File: config.mk
export PLATFORM = sky130hd
export DESIGN_NAME = periph_responder
export DESIGN_NICKNAME = d
export VERILOG_FILES = /design/src/rtl/periph_responder_pkg.sv /design/src/rtl/periph_responder_timer.sv /design/src/rtl/periph_responder.sv
export SDC_FILE = /design/constraint.sdc
export NUM_CORES = 2
export LEC_CHECK = 0
export ABC_AREA = 1
export ABC_CLOCK_PERIOD_IN_PS = 8300
export BUFFER_PORTS_ARGS = -buffer_cell sky130_fd_sc_hd__buf_4
export CAP_MARGIN = 20
export CELL_PAD_IN_SITES_DETAIL_PLACEMENT = 1
export CELL_PAD_IN_SITES_GLOBAL_PLACEMENT = 1
export CORE_MARGIN = 1.5
export CORE_UTILIZATION = 45
export CTS_CLUSTER_SIZE = 12
export DETAILED_ROUTE_END_ITERATION = 12
export PLACE_DENSITY = 0.81
export SYNTH_ARGS = -nofsm -noshare
export SYNTH_HDL_FRONTEND = slang
export SYNTH_SLANG_ARGS = --single-unit
File: constraint.sdc
create_clock -name clock -period 8.3 [get_ports clock]
set_input_delay 1.66 -clock clock [delete_from_list [all_inputs] [get_ports clock]]
set_output_delay 1.66 -clock clock [all_outputs]
set_load 0.05 [all_outputs]
File: src/rtl/periph_responder_pkg.sv
// Shared types for the peripheral responder: store widths, FSM states,
// register offsets and byte-lane helpers.
package periph_responder_pkg;

    typedef enum logic [2:0] {
        ST_NONE  = 3'd0,
        ST_BYTE  = 3'd1,
        ST_HALF  = 3'd2,
        ST_WORD  = 3'd3,
        ST_DWORD = 3'd4
    } mem_store_type_t;

    typedef enum logic [1:0] {
        S_IDLE = 2'd0,
        S_WAIT = 2'd1,
        S_RESP = 2'd2
    } resp_state_t;

    localparam logic [63:0] OFF_SCRATCH0 = 64'h00;
    localparam logic [63:0] OFF_COUNT    = 64'h40;
    localparam logic [63:0] OFF_COMPARE  = 64'h48;
    localparam logic [63:0] WINDOW_BYTES = 64'h50;

    localparam logic [3:0] IDX_COUNT   = 4'(OFF_COUNT >> 3);
    localparam logic [3:0] IDX_COMPARE = 4'(OFF_COMPARE >> 3);

    // Byte lanes touched by a store before shifting to its start lane.
    function automatic logic [7:0] lane_mask(input mem_store_type_t st);
        case (st)
            ST_BYTE:  return 8'h01;
            ST_HALF:  return 8'h03;
            ST_WORD:  return 8'h0F;
            ST_DWORD: return 8'hFF;
            default:  return 8'h00;
        endcase
    endfunction

    function automatic logic store_aligned(input mem_store_type_t st, input logic [2:0] lo);
        case (st)
            ST_HALF:  return lo[0] == 1'b0;
            ST_WORD:  return lo[1:0] == 2'b00;
            ST_DWORD: return lo == 3'b000;
            default:  return 1'b1;
        endcase
    endfunction

endpackage

File: src/rtl/periph_responder_timer.sv
// Free-running COUNT with a byte-writable COMPARE and a sticky match interrupt
// that any COMPARE store clears.
module periph_timer (
    input  logic        clock,
    input  logic        reset,
    input  logic        wr_en,
    input  logic [7:0]  wr_be,
    input  logic [63:0] wr_data,
    output logic [63:0] count,
    output logic [63:0] compare,
    output logic        timer_irq
);

    logic [63:0] bit_mask;

    always_comb begin
        bit_mask = '0;
        for (int b = 0; b < 8; b++) begin
            bit_mask[8*b +: 8] = {8{wr_be[b]}};
        end
    end

    // A COMPARE store in the match cycle wins over setting the interrupt.
    always_ff @(posedge clock) begin
        if (!reset) begin
            count     <= '0;
            compare   <= '1;
            timer_irq <= 1'b0;
        end else begin
            count <= count + 64'd1;
            if (wr_en) begin
                compare   <= (compare & ~bit_mask) | (wr_data & bit_mask);
                timer_irq <= 1'b0;
            end else if (count == compare) begin
                timer_irq <= 1'b1;
            end
        end
    end

endmodule

File: src/rtl/periph_responder.sv
// Memory-mapped responder: eight scratch doublewords plus a timer, answering
// each request after a fixed number of wait cycles.
module periph_responder
    import periph_responder_pkg::*;
#(
    parameter logic [63:0] BASE        = 64'h2000_0000,
    parameter int          WAIT_CYCLES = 1
) (
    input  logic            clock,
    input  logic            reset,
    input  logic [63:0]     d_addr,
    input  logic [63:0]     d_wdata,
    input  mem_store_type_t d_store_type,
    input  logic            d_valid,
    output logic            d_ready,
    output logic [63:0]     d_rdata,
    output logic            bus_err,
    output logic            timer_irq
);

    localparam logic [3:0] WAIT_LOAD = (WAIT_CYCLES == 0) ? 4'd0 : 4'(WAIT_CYCLES - 1);

    resp_state_t     state, state_next;
    logic [3:0]      wait_cnt;
    logic [63:0]     req_addr, req_wdata;
    mem_store_type_t req_type;
    logic [63:0]     scratch [8];

    logic [63:0] offset, read_val, store_data, count, compare;
    logic [3:0]  reg_idx;
    logic [2:0]  lane_lo;
    logic [7:0]  store_be;
    logic        in_window, is_store, access_err, commit, timer_wr;

    assign offset = req_addr - BASE;

    // Decode of the latched request; addresses below BASE wrap to huge offsets.
    always_comb begin
        in_window  = offset < WINDOW_BYTES;
        reg_idx    = offset[6:3];
        lane_lo    = offset[2:0];
        is_store   = req_type != ST_NONE;
        access_err = !in_window || (is_store && !store_aligned(req_type, lane_lo));
        commit     = reset && (state == S_RESP) && is_store && !access_err;
        timer_wr   = commit && (reg_idx == IDX_COMPARE);
        store_be   = lane_mask(req_type) << lane_lo;
        store_data = req_wdata << {lane_lo, 3'b000};
        read_val   = '0;
        if (reg_idx < IDX_COUNT) begin
            read_val = scratch[reg_idx[2:0]];
        end else if (reg_idx == IDX_COUNT) begin
            read_val = count;
        end else if (reg_idx == IDX_COMPARE) begin
            read_val = compare;
        end
    end

    always_comb begin
        state_next = state;
        case (state)
            S_IDLE:  if (d_valid) state_next = (WAIT_CYCLES == 0) ? S_RESP : S_WAIT;
            S_WAIT:  if (wait_cnt == 4'd0) state_next = S_RESP;
            S_RESP:  state_next = S_IDLE;
            default: state_next = S_IDLE;
        endcase
    end

    always_ff @(posedge clock) begin
        if (!reset) begin
            state     <= S_IDLE;
            wait_cnt  <= 4'd0;
            req_addr  <= '0;
            req_wdata <= '0;
            req_type  <= ST_NONE;
        end else begin
            state <= state_next;
            if (state == S_IDLE && d_valid) begin
                req_addr  <= d_addr;
                req_wdata <= d_wdata;
                req_type  <= d_store_type;
                wait_cnt  <= WAIT_LOAD;
            end else if (state == S_WAIT) begin
                wait_cnt <= wait_cnt - 4'd1;
            end
        end
    end

    always_ff @(posedge clock) begin
        if (!reset) begin
            for (int r = 0; r < 8; r++) scratch[r] <= '0;
        end else if (commit && reg_idx < IDX_COUNT) begin
            for (int b = 0; b < 8; b++) begin
                if (store_be[b]) scratch[reg_idx[2:0]][8*b +: 8] <= store_data[8*b +: 8];
            end
        end
    end

    periph_timer u_timer (
        .clock     (clock),
        .reset     (reset),
        .wr_en     (timer_wr),
        .wr_be     (store_be),
        .wr_data   (store_data),
        .count     (count),
        .compare   (compare),
        .timer_irq (timer_irq)
    );

    // Response outputs are forced low whenever reset is being applied.
    assign d_ready = reset && (state == S_RESP);
    assign bus_err = d_ready && access_err;
    assign d_rdata = (d_ready && !is_store && in_window) ? read_val : '0;

endmodule

Word-level counts from Yosys, hierarchy flattened
Memories as Yosys holds them, arrays and structs flattened.
Cells that the tools add are included.
W data, S select, Z words.

word-level totals
  flip-flop bits (word level) = 266
  bits in writable memories = 512
  output and inout port bits = 67
  logic and storage cells = 102
  memories = 1

operators by class
  add/subtract/negate cells = 3
  $lt $le $gt $ge = 2
  eq/ne operators = 11
  shifts and indexed selects = 2
  mux-type cells = 45
  bitwise operators = 6
  reductions and logical operators = 24

memories
  memory   depth  width  read ports  clocked after memory_dff  wr ports  line                    source
  scratch  8      64     1           0                         8         periph_responder.sv:27  logic [63:0] scratch [8];

operators by type and width
  kind                      number
  $mux W64                  5
  $and A64 B64 Y64          2
  $add A64 B1 Y64 const B   1
  $eq A64 B64 Y1            1
  $lt A64 B7 Y1 const B     1
  $not A64 Y64              1
  $or A64 B64 Y64           1
  $reduce_or A64 Y1         1
  $shl A64 B6 Y64           1
  $sub A64 B30 Y64 const B  1
  $mux W1                   33
  $pmux W8 S4               1
  $logic_and A1 B1 Y1       10
  $eq A4 B4 Y1 const B      2
  $mux W8                   1
  $shl A8 B3 Y8             1
  $eq A3 B2 Y1 const B      2
  $logic_not A1 Y1          4
  $logic_not A2 Y1          2
  $logic_not A4 Y1          1
  $lt A4 B4 Y1 const B      1
  $mux W2                   2
  $ne A2 B2 Y1 const B      2
  $pmux W2 S2               1
  other kinds (13)          15

Longest topological paths before layout
  depth in word-level cells = 14
  mapped depth = 21

Modules after synthesis
Synthesis repeated with hierarchy kept, for this count alone.

second synthesis, totals
  cell total of the unflattened synthesis = 4,328
  area total of the unflattened synthesis = 37,821.3 µm²

by module, submodules not included
  module            instances  cells each  area each (µm²)  seq. area each (µm²)
  periph_responder  1          3,183       30,695.7         18,117.4
  periph_timer      1          1,145       7,125.6          2,582.5

Least setup slack after synthesis
Ideal clock, no wire load.

  path type = input to output
  from = in reset
  to = out d_rdata[58]
  data arrival time = 4.954 ns
  setup slack = 1.686 ns
  cell stages on the path = 5
  buffers on the path = 1
  path through = inv_1 > nor3_1 > nand4_1 > clkbuf_1 > a211oi_1

on the way
  cells in the longest elaborated chain, start to end = 4

ends and longest elaborated chain
  item                               line                     source
  from (decl)                        periph_responder.sv:10   input logic reset,
  $logic_and A1 B1 Y1                periph_responder.sv:110  assign d_ready = reset && (state == S_RESP);
  net d_ready                        periph_responder.sv:15   output logic d_ready,
  $logic_and A1 B1 Y1 (2 in series)  periph_responder.sv:112  assign d_rdata = (d_ready && !is_store && in_window) ? read_val : '0;
  $mux W64                           periph_responder.sv:112
  to (decl)                          periph_responder.sv:16   output logic [63:0] d_rdata,

The timed path passes the listed nets, and every way through them passes these cells.

Worst setup path in the final report
  from = reg req_addr[3]
  to = out d_rdata[14]

on the way
  cells in the longest elaborated chain, start to end = 6

ends and longest elaborated chain
  item                                                   line                     source
  from (decl)                                            periph_responder.sv:25   logic [63:0] req_addr, req_wdata;
  from (signal assigned)                                 periph_responder.sv:78   req_addr <= d_addr;
  $sub A64 B30 Y64 (*)                                   periph_responder.sv:35   assign offset = req_addr - BASE;
  branches (longest 4 deep; another with $lt A64 B7 Y1)  n/a
  $mux W64 (*)                                           periph_responder.sv:112

Every way passes the cells marked *.

==> out/qor.csv <==
metric;value;unit
RSZ-0062 raised after global routing;false;
pre-CTS setup slack;2.12;ns
vias per cell;6.17;
DIE WIDTH;291;um
final instance area;42300;um^2
Int Pwr;0.00677;W
Setup WS post-layout;1.85;ns
Clk pin slew, worst setup/hold paths;0.06;ns
most common cell after layout, fill and taps aside;nor2_1;
main flop type after synthesis;edfxtp_1;
Post-Route WL;142000;um
chip height;291;um
num rows;105;
CP required;6.64;ns
DP HPWL;99900;um
CTS tree;done;
power share of the sequential group;44.8;%
Slew @ Worst Pin;1.27;ns
Slew Limit Fails;0;
#FFs+latches synth;778;
min-delay worst type;reg2reg;
Critical Path Fanout Max;32;
dpl cell area;39600;um^2
initial antenna violation count;5;
largest net degree at the start of global routing;118;
CTS Sinks;778;
critical path type;reg2out;
hold buffers post-CTS;0;
Setup-failing EPs final;0;
final hold slack;0.453;ns
EDFF count, synth;512;
Syn Area/Cell;9.23;um^2
logic gate share of total power;16.3;%
status;completed;
CTS Root Cell;clkbuf_16;
Net Sw Power;0.00295;W
commonest cells after routing, fill and taps aside;nor2_1, nand2_1, edfxtp_1;
drt pass-1 iters;8;
RD Place Congestion;0.969;
Worst setup SP type;flop;
share of layout cells above drive strength 1;12.5;%
GR Overflow Total;0;
Crit. End Element;output port;
Clk pwr share;38.9;%
setup repair bufs after CTS;0;
WP data arrival;4.79;ns
fin crit period;6.45;ns
max_cap viols;0;
yosys warns;0;
number of fill cells;9355;
post-synth cell types;57;
H-tree depth;3;
Post-DRT Antenna Nets;0;
first-pass GRT wire length;210000;um
Area growth syn-to-layout;13.6;%
ANT cells;0;
Pwr Total;0.00973;W
post-CTS sizing;0;
Peak VDD IR;0.000150;V
endpoints failing hold;0;
vias in the first global route;32900;
met3 wire length;13200;um
gr usage total;33.0;%
clock insertion delay at the later pin of the skew report;0.65;ns
Static Leak;16.1;nW
final cycle utilization of the critical path;77.7;%
register area share after synthesis;55.6;%
TNS Setup;0;ns
Cell Area, Synth;37200;um^2
die area;84500;um^2
IO Count;201;
drt wl/cell;26.8;um
Sw Ratio;30.4;%
Vias;32700;
core area;82000;um^2
Num CTS Buffers;85;
M1 wire length;55100;um
Mapped Cells;4032;
# DRC;0;
FF/Latch Area;20700;um^2
Initial Util;45.4;%
power per cell area;230;nW/um^2
met2 routed WL;66200;um
multi-input logic area;14500;um^2
starting DRC count in detailed routing;3451;
Mapped Nets;4169;
Clock Tree Buf Depth;3;
normalized max-slew margin;14.6;%
DR top layer;met5;
final net count;4289;
async set-or-reset flop fraction in the synthesized netlist;0;%
Setup Skew;0.0222;ns
Port Buffers;200;
fmax;155;MHz
[per-stage QoR]
| step | util [%] | instances |
|---|---|---|
| finish | 51.6 | 5291 |
| global route | 51.6 | 5291 |
| CTS | 51.6 | 5288 |
| detailed placement | 48.3 | 5132 |
| global placement | 48.3 | 5132 |
| floorplan | - | 4032 |
[critical path, stage by stage, from the launching register on]
cell and delay, ns:
dfxtp_1 0.58, nor3_2 0.12, buf_4 0.29, inv_2 0.68, buf_4 0.60, o22ai_1 0.13
nor3_1 0.34, o221ai_1 0.53, a211oi_1 0.55, buf_4 0.28
[power groups by stage]
| stage | Combinational (W) | Sequential, W | Clock (W) |
|---|---|---|---|
| 4_1_cts | 0.00154 | 0.00435 | 0.00379 |
| 3_5_place_dp | 0.00153 | 0.00444 | 0 |
| 2_1_floorplan | 0.000860 | 0.00439 | 0 |
| 6_report | 0.00159 | 0.00436 | 0.00378 |
| 3_3_place_gp | 0.00151 | 0.00442 | 0 |
| 5_1_grt | 0.00167 | 0.00437 | 0.00392 |
[layout make-up]
class,count,area share (%)
well taps,1070,3.16
flip-flops and latches,778,48.9
clock inverters,31,0.725
inverters,278,2.47
clock buffers,125,5.65
multi-input cells,2745,34.3
repair buffers,264,4.73
[cells by family after synthesis]
logic type,synth area share (%)
multiplexers,0.188
AND/OR/NAND/NOR,23.3
flip-flops,55.6
buffers and inverters,5.60
AO/OA/AOI/OAI,14.2
XOR/XNOR,1.06
adder cells (fa/ha/maj),0.101
[sequential cells by signal, summed over array words and instances (netlist names), named ones only]
| register | count |
|---|---|
| req_addr | 64 |
| req_type | 3 |
| req_wdata | 64 |
| scratch | 512 |
| state | 2 |
| u_timer.count | 64 |
| u_timer.timer_irq | 1 |
| wait_cnt | 4 |
[layer usage]
metal  global-route usage (%)  vias to the layer above
met5                        0                        -
met4                     16.3                       10
met2                     53.2                     1578
li1                         -                    14500
met3                     7.13                      376
met1                     42.0                    16200
[synthesized netlist by cell type (all sizes together) (4+ instances only)]
library cell	instances	share of area (%)
clkbuf	176	1.8
nand2	527	5.3
nand3	134	1.8
o21ai	344	4.6
dfxtp	266	14
o21a	12	0.24
nor3	77	1.0
a221oi	45	1.1
nand3b	4	0.081
a41oi	10	0.24
mux2i	7	0.19
nor2	856	8.8
xor2	40	0.94
inv	275	2.8
nor4	30	0.50
and2	5	0.084
o221ai	25	0.59
nand4	148	5.1
o41ai	7	0.16
o22ai	193	3.2
xnor2	5	0.12
o211ai	28	0.56
a211oi	37	0.75
edfxtp	512	41
a21oi	152	2.0
buf	55	1.0
or2	20	0.34
o22a	15	0.35
[path summary, 6_finish.rpt]
path                            slack, ns              to  cells after the start         start
worst min-delay path                 0.45    req_addr[23]                      2  req_addr[23]
worst min register to register       0.45    req_addr[23]                      2  req_addr[23]
worst max register to register       3.62  scratch[4][36]                     15  req_addr[29]
worst max-delay path                 1.85     d_rdata[14]                      9   req_addr[3]
Power figures use the tool's default switching activity.
